<file path="src/rtl/hazard_stall_ctrl.sv">
// Pipeline front-end control for the 5-stage MIPS core: load-use and ID-branch
// data hazards, taken-branch/jump flush, multi-cycle MDU hold and a stall counter.
module hazard_stall_ctrl #(
    parameter int unsigned MDU_LATENCY = 4,
    parameter int unsigned STALL_CNT_W = 16
) (
    input  logic                   clk,
    input  logic                   rst,
    input  logic [4:0]             id_rs,
    input  logic [4:0]             id_rt,
    input  logic                   id_uses_rt,
    input  logic                   id_is_branch,
    input  logic                   branch_taken,
    input  logic                   jump,
    input  logic                   ex_mem_read,
    input  logic                   ex_reg_write,
    input  logic [4:0]             ex_wr_reg,
    input  logic                   mem_mem_read,
    input  logic [4:0]             mem_wr_reg,
    input  logic                   ex_mdu_start,
    output logic                   pc_write,
    output logic                   if_id_freeze,
    output logic                   if_flush,
    output logic                   id_ex_bubble,
    output logic                   ex_hold,
    output logic                   mdu_busy,
    output logic [STALL_CNT_W-1:0] stall_cycles
);

    typedef enum logic [1:0] {
        IDLE     = 2'd0,
        MDU_BUSY = 2'd1,
        MDU_DONE = 2'd2
    } state_t;

    localparam logic [7:0] LAT_M1 = 8'(MDU_LATENCY - 1);
    localparam logic [STALL_CNT_W-1:0] STALL_ONE = {{(STALL_CNT_W-1){1'b0}}, 1'b1};

    state_t                 state_q, state_d;
    logic [7:0]             cnt_q, cnt_d;
    logic                   mdu_busy_q, mdu_busy_d;
    logic [STALL_CNT_W-1:0] stall_q, stall_d;

    // Index 0 = EX stage destination, index 1 = MEM stage destination.
    logic [1:0][4:0] stage_wr;
    logic [1:0]      match;

    assign stage_wr[0] = ex_wr_reg;
    assign stage_wr[1] = mem_wr_reg;

    generate
        for (genvar gi = 0; gi < 2; gi++) begin : g_match
            assign match[gi] = (stage_wr[gi] != 5'd0) &&
                               ((stage_wr[gi] == id_rs) ||
                                (id_uses_rt && (stage_wr[gi] == id_rt)));
        end
    endgenerate

    logic load_use, br_stall, data_stall, mdu_stall, redirect;

    always_comb begin
        load_use   = ex_mem_read && match[0];
        br_stall   = id_is_branch && ((ex_reg_write && match[0]) ||
                                      (mem_mem_read && match[1]));
        data_stall = load_use || br_stall;
        mdu_stall  = ((state_q == IDLE) && ex_mdu_start) || (state_q == MDU_BUSY);
        redirect   = jump || (id_is_branch && branch_taken);
    end

    // Stalls take precedence over redirect so a branch re-resolves after the stall.
    always_comb begin
        pc_write     = 1'b1;
        if_id_freeze = 1'b0;
        if_flush     = 1'b0;
        id_ex_bubble = 1'b0;
        ex_hold      = 1'b0;
        if (rst) begin
            pc_write     = 1'b0;
            if_flush     = 1'b1;
            id_ex_bubble = 1'b1;
        end else if (mdu_stall) begin
            pc_write     = 1'b0;
            if_id_freeze = 1'b1;
            ex_hold      = 1'b1;
        end else if (data_stall) begin
            pc_write     = 1'b0;
            if_id_freeze = 1'b1;
            id_ex_bubble = 1'b1;
        end else if (redirect) begin
            if_flush     = 1'b1;
        end
    end

    // MDU_DONE ignores ex_mdu_start: the finished instruction still drives it.
    always_comb begin
        state_d = state_q;
        cnt_d   = cnt_q;
        case (state_q)
            IDLE: begin
                if (ex_mdu_start) begin
                    if (MDU_LATENCY == 1) begin
                        state_d = MDU_DONE;
                    end else begin
                        cnt_d   = LAT_M1;
                        state_d = MDU_BUSY;
                    end
                end
            end
            MDU_BUSY: begin
                cnt_d = cnt_q - 8'd1;
                if (cnt_q == 8'd1) begin
                    state_d = MDU_DONE;
                end
            end
            MDU_DONE: state_d = IDLE;
            default:  state_d = IDLE;
        endcase
        mdu_busy_d = (state_d == MDU_BUSY);
        stall_d    = stall_q;
        if (!pc_write && (stall_q != {STALL_CNT_W{1'b1}})) begin
            stall_d = stall_q + STALL_ONE;
        end
    end

    always_ff @(posedge clk) begin
        if (rst) begin
            state_q    <= IDLE;
            cnt_q      <= 8'd0;
            mdu_busy_q <= 1'b0;
            stall_q    <= '0;
        end else begin
            state_q    <= state_d;
            cnt_q      <= cnt_d;
            mdu_busy_q <= mdu_busy_d;
            stall_q    <= stall_d;
        end
    end

    assign mdu_busy     = mdu_busy_q;
    assign stall_cycles = stall_q;

endmodule

</file>
<file path="config.mk">
export PLATFORM = sky130hd
export DESIGN_NAME = hazard_stall_ctrl
export DESIGN_NICKNAME = d
export VERILOG_FILES = /design/src/rtl/hazard_stall_ctrl.sv
export SDC_FILE = /design/constraint.sdc
export NUM_CORES = 1
export LEC_CHECK = 0
export BUFFER_PORTS_ARGS = -buffer_cell sky130_fd_sc_hd__buf_2
export CAP_MARGIN = 20
export CORE_UTILIZATION = 40
export DETAILED_ROUTE_END_ITERATION = 6
export GPL_TIMING_DRIVEN = 0
export PLACE_DENSITY_LB_ADDON = 0.15
export SYNTH_ARGS = -nofsm -noshare
export SYNTH_HDL_FRONTEND = slang
export SYNTH_SLANG_ARGS = --single-unit
</file>
<file path="constraint.sdc">
create_clock -name clk -period 3.6 [get_ports clk]
set_input_delay 0.18 -clock clk [delete_from_list [all_inputs] [get_ports clk]]
set_output_delay 0.18 -clock clk [all_outputs]
set_load 0.05 [all_outputs]
</file>
# Yosys cells after proc, flatten, opt, wreduce, memory -nomap -nowiden
# Cells that the tools add are included.
[word_totals]
reg_bits = 27
elab_cells = 57
out_inout_bits = 22
input_bits = 30
[op_classes]
n_eq_ne = 9
reduce_logical = 23
n_mux = 19
addsub = 2
[ops]
columns = ["op", "count"]
rows = [
  ["== test 5 bit", 4],
  ["adder 16 x 1 -> 16 bit (second input constant)", 1],
  ["inequality test 16 bit (second input constant)", 1],
  ["one-hot mux 8 bit (2 select lines)", 1],
  ["2-to-1 mux 1 bit", 14],
  ["logical AND 1 bit", 11],
  ["nonzero test 5 bit", 2],
  ["== test 8 x 1 -> 1 bit (second input constant)", 1],
  ["2-to-1 mux 8 bit", 1],
  ["subtractor 8 x 1 -> 8 bit (second input constant)", 1],
  ["logical OR 1 bit", 6],
  ["== test 2 x 1 -> 1 bit (second input constant)", 2],
  ["2-to-1 mux 2 bit", 2],
  ["one-hot mux 2 bit (2 select lines)", 1],
  ["logical NOT 2 bit", 1],
  ["inequality test 2 bit (second input constant)", 1],
  ["AND reduction 2 bit", 1],
  ["nonzero test 2 bit", 1],
  ["logical NOT 1 bit", 1],
]

# Longest topological paths before layout
[logic_depth]
ltp_word = 13
mapped_depth = 8
depth_no_buf = 7

# Worst setup path before layout
# OpenSTA, ideal clock, no wires.
[synth_path]
kind = "input to output"
from = "input port mem_wr_reg[0]"
to = "output port if_flush"
path_buffers = 1
t_arrival_ps = 2152
setup_slack_ps = 1268
stages = 5
t_required_ps = 3420
cell_sequence = "or3_1 -> o311a_4 -> a221o_1 -> buf_6 -> o21bai_1"
[synth_via]
elab_chain_len = 11
elab_cells_between_ends = 13
cone_classes = "eq/ne: 2; mux: 3; reduce/logical: 8"
[synth_lines]
columns = ["item", "line", "text"]
rows = [
  ["from (decl)", "19", "input logic [4:0] mem_wr_reg,"],
  ["== test 5 bit", "55", "(id_uses_rt && (stage_wr[gi] == id_rt)));"],
  ["logical AND 1 bit", "55", ""],
  ["logical OR 1 bit", "54", "((stage_wr[gi] == id_rs) ||"],
  ["logical AND 1 bit (*)", "53", "assign match[gi] = (stage_wr[gi] != 5'd0) &&"],
  ["logical AND 1 bit (*)", "64", "(mem_mem_read && match[1]));"],
  ["logical OR 1 bit (*)", "63", "br_stall = id_is_branch && ((ex_reg_write && match[0]) ||"],
  ["logical AND 1 bit (*)", "63", ""],
  ["logical OR 1 bit (*)", "65", "data_stall = load_use || br_stall;"],
  ["2-to-1 mux 1 bit (*)", "85", "end else if (data_stall) begin"],
  ["2-to-1 mux 1 bit (*)", "81", "end else if (mdu_stall) begin"],
  ["2-to-1 mux 1 bit (*)", "77", "if (rst) begin"],
  ["to (decl)", "23", "output logic if_flush,"],
]
# Mark *: on every way between the ends. The rest lies on a longest branch, timed or not.

# Final worst setup path
[layout_path]
from = "register stall_q[6] (netlist: stall_cycles[6])"
to = "register stall_q[15] (netlist: stall_cycles[15])"
[layout_via]
elab_chain_len = 2
elab_cells_between_ends = 3
cone_classes = "add/sub: 1; eq/ne: 1; reduce/logical: 1"
[layout_lines]
columns = ["item", "line", "text"]
rows = [
  ["from (decl)", "42", "logic [STALL_CNT_W-1:0] stall_q, stall_d;"],
  ["from (signal assigned)", "135", "stall_q <= stall_d;"],
  ["branches (longest 2 deep; another with adder 16 x 1 -> 16 bit)", "n/a", ""],
]
# Several ways; the timed one is not identified.
# A chain may end at the register's enable or synchronous reset.

==> run metrics <==
outcome=completed; number of gates given a new drive strength after cts=0; GRT Total Usage=19.4%; clock slew seen by the registers of the worst setup and hold paths=0.09 ns; fraction of layout instances using a drive strength above 1=23.3%; via count of the first global-routing pass=1517; required time of the critical path=3.74 ns; syn avg cell area=8.38 sq um; Yosys Warn Count=0; TNS Setup=0 ns; max frequency=438 MHz; top-area cell type share of the netlist area=31.6%; Clock Latency Late Sink=0.27 ns; cell row count=23; number of different library cells in the post-synthesis netlist=47; HP Class=in -> reg; area overhead of the layout relative to synthesis=20.9%; half-perimeter wire length after placement=3.28 mm; Peak supply drop=185 uV; Final Cell Area=2070 sq um; critical path class=reg -> reg; die width=67.4 um; register bit total from synthesis=27; TritonCTS Buffers=3; Antenna Diode Count=0; global-route wire length before repair=6.78 mm; Hold Vio Cnt, Final=0; count of filler cells inserted in the layout=420; Final GP Congestion=0.787; share of async-settable or async-resettable flops after synthesis=0%; # H-tree levels=1; number of buffer cells added on primary ports=50; Post-synth top flop=sky130_fd_sc_hd__dfxtp_1; final wirelength=4.30 mm; Area after DPL=2020 sq um; part of the cycle the worst path needs=63.4%; Pins Over Slew Limit=0; vertical extent of the die=67.4 um; cell count of the worst reg-to-reg path=7; final critical-path required period=2.28 ns; critical path data arrival time=2.43 ns; buffer depth of the longest clock path=2; nature of the critical path endpoint=flop; depth of the worst hold-timing path=3; area of the core=4060 sq um; most frequent standard cell in the layout excluding fill and tap cells=sky130_fd_sc_hd__buf_2; number of iterations in the first detailed-routing pass=4; slew of the pin with the lowest slew margin=0.512 ns; routed via count=1741; clock tree from TritonCTS=yes; Syn Nets=237; Max-Cap Viols=0; number of buffers added for setup after CTS=0; Reg area=541 sq um; drt drc=0; Leakage Power=0.812 nW; post-synthesis instance area=1710 sq um; post-synthesis cell type with the largest combined area=sky130_fd_sc_hd__dfxtp_1; share of the yosys chip area belonging to registers=31.6%; setup violators final=0; routed len/inst=14.0 um; number of DRC markers after the initial detailed-route iteration=114; number of antenna violations at the first check in global routing=0; clock sink count=27; number of routed nets with antenna violations=0; cell area power density=330 nW/um^2; synthesized instance count=204; Rel. slew slack=65.9%; routed via count divided by cell count=5.65; Post-synth EDFFs=0; biggest area contributors in the synthesized netlist=sky130_fd_sc_hd__dfxtp_1, sky130_fd_sc_hd__xnor2_1, sky130_fd_sc_hd__a21oi_1; hold bufs inserted after CTS=0; overall overflow remaining after global route=0; maximum number of pins on one net before global-route repair=15; Die Outline Area=4540 sq um; critical path launch point type=flop; unrepaired setup endpoints after global routing=no; clock root buffer=sky130_fd_sc_hd__clkbuf_8; Post-Route Skew=0.00388 ns; Top Ports=52; final instance count without filler cells=308; area of the multi-input gates=1100 sq um; critical path peak fanout=10; final-stage net count=292; Cell Count Post-Placement=304; commonest cells after routing, fill and taps aside=sky130_fd_sc_hd__buf_2, sky130_fd_sc_hd__dfxtp_1, sky130_fd_sc_hd__a21oi_1; Initial Utilization=42.2%
cells in the mapped netlist, types with 5 or more instances:
library cell                number
sky130_fd_sc_hd__a41o_1          5
sky130_fd_sc_hd__or4_1           9
sky130_fd_sc_hd__nand3_1        13
sky130_fd_sc_hd__xnor2_1        20
sky130_fd_sc_hd__o2111ai_1       5
sky130_fd_sc_hd__nand2_1         9
sky130_fd_sc_hd__a21oi_1        22
sky130_fd_sc_hd__dfxtp_1        27
sky130_fd_sc_hd__nor2_1         16
sky130_fd_sc_hd__inv_1           9
sky130_fd_sc_hd__o31ai_1         5
cell families (layout without fill, tap and decap cells):
logic type	Yosys count	in the layout	share of synthesized area (%)
compound gates	58	58	25.5
xor+xnor	20	20	10.2
fa+ha+maj	3	3	2.19
buf+inv	17	71	4.32
flops	27	27	31.6
mux	2	2	1.32
simple gates	77	77	24.8
flip-flops by register name (all words and copies together) (netlist names):
register	cells
stall_cycles	16
cnt_q	8
state_q	2
mdu_busy	1
final timing paths:
check / from / to / slack [ns]
worst max-delay path: stall_cycles[6]$_SDFFE_PP0P_ / stall_cycles[15]$_SDFFE_PP0P_ / 1.32
worst min-delay path: rst / stall_cycles[6]$_SDFFE_PP0P_ / 0.31
worst max register to register: stall_cycles[6]$_SDFFE_PP0P_ / stall_cycles[15]$_SDFFE_PP0P_ / 1.32
worst min register to register: stall_cycles[5]$_SDFFE_PP0P_ / stall_cycles[5]$_SDFFE_PP0P_ / 0.50
per-stage QoR:
stage	util, %	hold WS [ns]	total power, mW	setup WS (ns)
3_3_place_gp	49.9	0.486	0.517	1.34
3_5_place_dp	49.9	0.488	0.518	1.37
2_1_floorplan	-	0.463	0.460	1.27
5_1_grt	51.0	0.338	0.718	1.08
4_1_cts	51.0	0.318	0.689	1.34
6_report	51.0	0.311	0.682	1.32
metal layers:
layer / up-vias / part of all wire (%) / global-route usage [%]
met5: - / 0 / 0
met4: 0 / 1.3 / 6.65
met3: 4 / 5.1 / 2.70
met2: 48 / 43 / 29.4
met1: 808 / 51 / 27.9
li1: 881 / - / -
where the power goes:
group          internal [mW]  switching, mW
logic                 0.0686          0.114
clock network         0.0792         0.0930
registers              0.313         0.0138
total                  0.461          0.221
layout make-up:
type                       count  share of cell area [%]
multi-input combinational    160                    53.0
sequential                    27                    26.1
timing repair buffer          50                    12.1
tap                           50                    3.02
clock buffer                   4                    2.18
buffer                         8                    1.94
inverter                       9                    1.63
worst max-delay path, cell delays in order (launching register included):
cell	delay [ns]
sky130_fd_sc_hd__dfxtp_1	0.47
sky130_fd_sc_hd__nand4_1	0.16
sky130_fd_sc_hd__nor4_2	0.50
sky130_fd_sc_hd__and2_1	0.30
sky130_fd_sc_hd__buf_2	0.26
sky130_fd_sc_hd__nor2_1	0.15
sky130_fd_sc_hd__o2111ai_1	0.21
sky130_fd_sc_hd__a21oi_1	0.10
No activity file was read; power rests on OpenSTA's default activity.
